`src/rtl/dds_pkg.sv`:
```
// dds_pkg: shared constants and ramp FSM state type for the DDS phase accumulator
package dds_pkg;
    localparam int N_DEF = 8;
    localparam int ACC_W_DEF = 24;
    localparam int CNT_W = 16;
    typedef enum logic [1:0] {IDLE, RAMP, HOLD, DRAIN} ramp_state_t;
endpackage

```
`src/rtl/dds_phase_accumulator_if.sv`:
```
// dds_phase_accumulator_if: frequency tuning word valid/ready handshake
interface dds_phase_accumulator_if #(parameter int ACC_W = 24) ();
    logic [ACC_W-1:0] ftw_in;
    logic ftw_valid;
    logic ftw_ready;
    modport master (output ftw_in, ftw_valid, input ftw_ready);
    modport slave (input ftw_in, ftw_valid, output ftw_ready);
endinterface

```
`src/rtl/dds_amp_ramp.sv`:
```
// dds_amp_ramp: click-free linear amplitude ramp FSM with clock divider
module dds_amp_ramp
    import dds_pkg::*;
#(
    parameter int N = N_DEF,
    parameter int RAMP_DIV = 4
) (
    input  logic       clk,
    input  logic       reset_n,
    input  logic       enable,
    input  logic [N:0] amp_target,
    output logic [N:0] amplitude,
    output logic       active
);
    localparam logic [CNT_W-1:0] DIV_M1 = CNT_W'(RAMP_DIV - 1);
    ramp_state_t state, state_nx;
    logic [CNT_W-1:0] cnt, cnt_nx;
    logic [N:0] amp_nx;
    logic step;
    assign step = cnt == DIV_M1;
    assign active = state != IDLE;
    always_comb begin
        state_nx = state;
        amp_nx = amplitude;
        case (state)
            IDLE: if (enable) state_nx = RAMP;
            RAMP: begin
                if (!enable) state_nx = DRAIN;
                else if (amplitude == amp_target) state_nx = HOLD;
                else if (step) begin
                    amp_nx = amplitude < amp_target ? amplitude + 1'b1 : amplitude - 1'b1;
                    if (amp_nx == amp_target) state_nx = HOLD;
                end
            end
            HOLD: state_nx = !enable ? DRAIN : (amplitude != amp_target ? RAMP : HOLD);
            DRAIN: begin
                if (enable) state_nx = RAMP;
                else if (amplitude == '0) state_nx = IDLE;
                else if (step) begin
                    amp_nx = amplitude - 1'b1;
                    if (amp_nx == '0) state_nx = IDLE;
                end
            end
            default: state_nx = IDLE;
        endcase
        cnt_nx = (state_nx != state || step) ? '0 : cnt + 1'b1;
    end
    always_ff @(posedge clk or negedge reset_n) begin
        if (!reset_n) begin
            state <= IDLE;
            cnt <= '0;
            amplitude <= '0;
        end else begin
            state <= state_nx;
            cnt <= cnt_nx;
            amplitude <= amp_nx;
        end
    end
endmodule

```
`src/rtl/dds_phase_accumulator.sv`:
```
// dds_phase_accumulator: NCO phase accumulator with wrap-synchronous FTW update and amplitude ramp
module dds_phase_accumulator
    import dds_pkg::*;
#(
    parameter int N = N_DEF,
    parameter int ACC_W = ACC_W_DEF,
    parameter int RAMP_DIV = 4,
    parameter int SYNC_UPDATE = 1
) (
    input  logic                    clk,
    input  logic                    reset_n,
    input  logic                    enable,
    dds_phase_accumulator_if.slave  ftw,
    input  logic [N:0]              phase_offset,
    input  logic [N:0]              amp_target,
    output logic [N:0]              phase_out,
    output logic [N:0]              amplitude_out,
    output logic                    sample_valid,
    output logic                    wrap_pulse
);
    logic [ACC_W-1:0] acc, ftw_active, ftw_pending;
    logic [ACC_W:0] sum;
    logic pend, carry, active, take, apply;
    assign sum = {1'b0, acc} + {1'b0, ftw_active};
    assign carry = active & sum[ACC_W];
    assign take = ftw.ftw_valid & ~pend;
    // a word taken on a carry cycle has pend=0 there, so it waits for the next wrap
    assign apply = pend && (SYNC_UPDATE == 0 || carry || !active);
    assign ftw.ftw_ready = ~pend;
    assign sample_valid = active;
    dds_amp_ramp #(.N(N), .RAMP_DIV(RAMP_DIV)) u_ramp (
        .clk(clk),
        .reset_n(reset_n),
        .enable(enable),
        .amp_target(amp_target),
        .amplitude(amplitude_out),
        .active(active)
    );
    always_ff @(posedge clk or negedge reset_n) begin
        if (!reset_n) begin
            acc <= '0;
            ftw_active <= '0;
            ftw_pending <= '0;
            pend <= 1'b0;
            phase_out <= '0;
            wrap_pulse <= 1'b0;
        end else begin
            acc <= active ? sum[ACC_W-1:0] : '0;
            wrap_pulse <= carry;
            phase_out <= acc[ACC_W-1 -: N+1] + phase_offset;
            if (take) begin
                ftw_pending <= ftw.ftw_in;
                pend <= 1'b1;
            end else if (apply) begin
                ftw_active <= ftw_pending;
                pend <= 1'b0;
            end
        end
    end
endmodule
```
`src/flat_wrapper.sv`:
```
// flat-port wrapper written by rule: the top's interface ports become plain ports
module dds_phase_accumulator_flat import dds_pkg::*;
#(
    parameter int N = N_DEF,
    parameter int ACC_W = ACC_W_DEF,
    parameter int RAMP_DIV = 4,
    parameter int SYNC_UPDATE = 1
)
  (clk, reset_n, enable, phase_offset, amp_target, phase_out, amplitude_out, sample_valid, wrap_pulse, ftw_ftw_in, ftw_ftw_valid, ftw_ftw_ready);
  dds_phase_accumulator_if #(.ACC_W(ACC_W)) ftw_i ();
  input  logic clk;
  input  logic reset_n;
  input  logic enable;
  input  logic [N:0] phase_offset;
  input  logic [N:0] amp_target;
  output logic [N:0] phase_out;
  output logic [N:0] amplitude_out;
  output logic sample_valid;
  output logic wrap_pulse;
  input wire logic [$bits(ftw_i.ftw_in)-1:0] ftw_ftw_in;
  input wire logic [$bits(ftw_i.ftw_valid)-1:0] ftw_ftw_valid;
  output wire logic [$bits(ftw_i.ftw_ready)-1:0] ftw_ftw_ready;
  assign ftw_i.ftw_in = ftw_ftw_in;
  assign ftw_i.ftw_valid = ftw_ftw_valid;
  assign ftw_ftw_ready = ftw_i.ftw_ready;
  dds_phase_accumulator #(.N(N), .ACC_W(ACC_W), .RAMP_DIV(RAMP_DIV), .SYNC_UPDATE(SYNC_UPDATE)) u_core (.clk(clk), .reset_n(reset_n), .enable(enable), .ftw(ftw_i), .phase_offset(phase_offset), .amp_target(amp_target), .phase_out(phase_out), .amplitude_out(amplitude_out), .sample_valid(sample_valid), .wrap_pulse(wrap_pulse));
endmodule
```
`config.mk`:
```
export PLATFORM = sky130hd
export DESIGN_NAME = dds_phase_accumulator_flat
export DESIGN_NICKNAME = d
export VERILOG_FILES = /design/src/rtl/dds_pkg.sv /design/src/rtl/dds_phase_accumulator_if.sv /design/src/rtl/dds_amp_ramp.sv /design/src/rtl/dds_phase_accumulator.sv /design/src/flat_wrapper.sv
export SDC_FILE = /design/constraint.sdc
export NUM_CORES = 1
export LEC_CHECK = 0
export ABC_AREA = 0
export BUFFER_PORTS_ARGS = -buffer_cell sky130_fd_sc_hd__buf_4
export CAP_MARGIN = 10
export CELL_PAD_IN_SITES_DETAIL_PLACEMENT = 1
export CELL_PAD_IN_SITES_GLOBAL_PLACEMENT = 1
export CORE_MARGIN = 2
export CORE_UTILIZATION = 29
export CTS_CLUSTER_DIAMETER = 200
export DETAILED_ROUTE_END_ITERATION = 10
export GPL_TIMING_DRIVEN = 0
export PLACE_DENSITY_LB_ADDON = 0.1
export SETUP_SLACK_MARGIN = 0.1
export SYNTH_ARGS = -nofsm -noshare
export SYNTH_HDL_FRONTEND = slang
export SYNTH_SLANG_ARGS = --single-unit
```
`constraint.sdc`:
```
create_clock -name clk -period 5.9 [get_ports clk]
set_input_delay 0.295 -clock clk [delete_from_list [all_inputs] [get_ports clk]]
set_output_delay 0.295 -clock clk [all_outputs]
set_load 0.05 [all_outputs]
```
==> impl_metrics.yaml <==
outcome:
  status: "complete, no violations"
global_route:
  grt_pass1_wl_mm: 29.8
  grt_overflow: 0
  antenna_found_initial: 0
  grt_usage: 0.156
  grt_start_max_net_pins: 57
  grt_pass1_vias: 5715
placement:
  port_buffers: 66
  gp_congestion: 0.811
  place_hpwl_mm: 13.3
clock_network:
  cts_buffers: 9
  insertion_delay_ns: 0.36
  cts-root-buf: "clkbuf_16"
  clock_sinks: 110
  cts_tree: "yes"
  hold_buffers: 1
  cts_setup_buffers: 0
  post_cts_resized: 0
  clk_pin_slew_ns: 0.07
  htreeDepth: 3
  cts.path.max_buffers: 2
logic_synthesis:
  synth_warnings: 0
  yosysUniqueCellTypes: 64
  synth-seq-area-share: 0.411
  yosysMostFrequentCell: "dfrtp_1"
  synthArstFlopShare: 1.00
  synth.top_cell.area_share: 0.411
  synth_commonest_cells: "110 x dfrtp_1, 67 x nor2_1, 45 x ha_1"
  syn_inst: 655
  synth-seq-cells: 110
  synth_nets: 748
  ys_top_cells_by_area: "dfrtp_1 41%, ha_1 8.4%, xor2_1 4.6%"
  synthesis.area_sq_um: 6700
  synth_edf_count: 0
  yosysTopAreaCell: "dfrtp_1"
  synth_ff_type: "dfrtp_1"
  avgSynthCellArea_sq_um: 10.2
setup_path:
  cp_slowest_cell: "fa_1"
  critPathArrivalTime_ns: 3.49
  slowest_delay_ns: 0.46
  r2r_cells: 11
  rrSetupSlack_ns: 2.70
  worst-path-buf-inv: 1
  end_kind: "flop"
  path_cells: "ha_1, fa_1, a211oi_2, o211ai_1, nand4_1, nand3_2, o311ai_4, a31oi_4, nor3_4, buf_6, a211o_1"
  path_class: "reg2reg"
  worst-path-max-fanout: 10
  rr_endpoint: "u_core.ftw_active[8]$_DFFE_PN0P_"
  r2r-start: "u_core.ftw_active[0]$_DFFE_PN0P_"
  start_kind: "flop"
  required_ns: 6.19
  timing.critical_path.max_delay_family: "compound AO/OA/AOI/OAI gates"
sta:
  max_freq_mhz: 313
  relSlewSlack: 0.487
  slew_violations: 0
  fin_hold_ws_ns: 0.168
  worst_pin_slew_ns: 0.769
  rsz0062_at_grt: "no"
  clock_skew_ns: 0.0119
  tns_ns: 0
  final_hold_viol_count: 0
  finalCritPeriodShare: 0.542
  finalSetupViolations: 0
  period_needed_ns: 3.20
finish:
  regArea_sq_um: 2750
  num_antenna_cells: 0
  area_growth_syn_to_layout_pct: 18.4
  nets: 827
  multiInputGateArea_sq_um: 3700
  fillCellCount: 2570
  drive_above_1_share: 0.188
floorplanning:
  die_w_um: 156
  io_pins: 67
  start_util: 0.296
  rows: 55
  core_sq_um: 22600
  die-area_sq_um: 24300
  die_y_um: 156
detailed_routing:
  via_per_inst: 5.09
  vias: 5207
  wirelength_mm: 18.0
  antenna_left: 0
  drt_pass1_iterations: 4
  route.detailed.drc: 0
  wl_per_cell_um: 17.6
  drtIter0Drc: 163
worst_hold_path:
  hp-class: "in2reg"
  whs_endpoint: "u_core.ftw_pending[18]$_DFFE_PN0P_"
  worst_hold_path.num_cells: 2
  hp-start: "ftw_ftw_in[18]"
power_and_ir_drop:
  p_leak_nw: 3.80
  power_density_nw_per_um2: 692
  ir_worst_vdd_uv: 197
flow_run:
  drv_cap: 0
==> area by class of cell <==
type                            instances  area share
Inverter                               26      0.0123
Tap cell                              285      0.0450
Sequential cell                       110       0.347
Buffer                                 25      0.0180
Timing Repair Buffer                   68      0.0677
Clock inverter                          4      0.0120
Clock buffer                           11      0.0306
Multi-Input combinational cell        494       0.467
==> state kept, by name (all words and copies together), names as in the netlist <==
signal / count
u_core.acc: 24
u_core.pend: 1
u_core.ftw_active: 24
u_core.u_ramp.cnt: 16
u_core.u_ramp.amplitude: 9
u_core.ftw_pending: 24
u_core.wrap_pulse: 1
u_core.u_ramp.state: 2
u_core.phase_out: 9
==> power breakdown <==
part           total, W  switching, W  internal (W)
clock          0.000708      0.000284      0.000424
sequential      0.00138      0.000258       0.00112
combinational   0.00341       0.00195       0.00146
total           0.00549       0.00249       0.00300
==> layer usage <==
metal / up-vias / track usage / share of wire
li1: 2515 / - / -
met1: 2623 / 0.200 / 0.46
met2: 59 / 0.273 / 0.50
met3: 10 / 0.0314 / 0.029
met4: 0 / 0.0293 / 0.011
met5: - / 0 / 0
==> through the flow <==
stage | setup slack, ns | instance area [sq um] | instances | util | power, W
global route | 2.47 | 7930 | 1023 | 0.350 | 0.00599
detailed placement | 2.69 | 7580 | 1007 | 0.335 | 0.00483
global placement | 2.75 | 7550 | 1006 | 0.333 | 0.00470
finish | 2.70 | 7930 | 1023 | 0.350 | 0.00549
CTS | 2.66 | 7930 | 1023 | 0.350 | 0.00558
floorplan | 3.16 | 6700 | 655 | - | 0.00391
==> cells by family (layout without fill, tap and decap cells) <==
logic type / after synthesis / in the layout / synth area share
mux: 33 / 33 / 0.0538
fa+ha+maj: 47 / 47 / 0.0901
xor+xnor: 64 / 64 / 0.0837
compound gates: 153 / 153 / 0.172
buf+inv: 51 / 134 / 0.0359
simple gates: 197 / 197 / 0.154
flops: 110 / 110 / 0.411
==> placed cells by master (no fill, tap or decap), types with 4 or more instances in the layout <==
master and count:
a211o_1 21, a22o_1 24, buf_4 66, nor2b_1 7
a211o_2 4, o21a_1 4, a21boi_0 4, xor2_1 35
mux2_2 24, clkbuf_16 9, nand2_1 22, buf_6 6
o21ai_0 21, dfrtp_1 110, nand2b_1 6, a21oi_1 31
nor2_1 67, clkbuf_1 13, xnor2_1 29, nor3_1 11
ha_1 45, and3_1 31, a211oi_1 5, and2_1 8
inv_1 26, o211ai_1 4, nand3_1 14, buf_2 6
a21o_1 9, nor4_1 7, mux2i_1 9, and3_2 6
==> worst register-to-register path, delay by kind of cell (launching register included) <==
kind	cells	cell delay, ns
compound gates	5	1.17
simple gates	3	0.63
buf+inv	1	0.22
flops	1	0.41
fa+ha+maj	2	0.71
==> how the worst max path moves through the flow <==
stage          depth (start not counted)                                   start                                 to  slack (ns)
6_report                              11        u_core.ftw_active[0]$_DFFE_PN0P_   u_core.ftw_active[8]$_DFFE_PN0P_        2.70
5_1_grt                               10  u_core.u_ramp.amplitude[0]$_DFFE_PN0P_   u_core.u_ramp.state[0]$_DFF_PN0_        2.47
4_1_cts                               11        u_core.ftw_active[0]$_DFFE_PN0P_  u_core.ftw_active[17]$_DFFE_PN0P_        2.66
3_5_place_dp                          11        u_core.ftw_active[0]$_DFFE_PN0P_   u_core.ftw_active[7]$_DFFE_PN0P_        2.69
3_3_place_gp                          11        u_core.ftw_active[0]$_DFFE_PN0P_   u_core.ftw_active[3]$_DFFE_PN0P_        2.75
2_1_floorplan                          9  u_core.u_ramp.amplitude[2]$_DFFE_PN0P_   u_core.u_ramp.state[0]$_DFF_PN0_        3.16
Note: power is estimated with default switching activity, not from simulation.
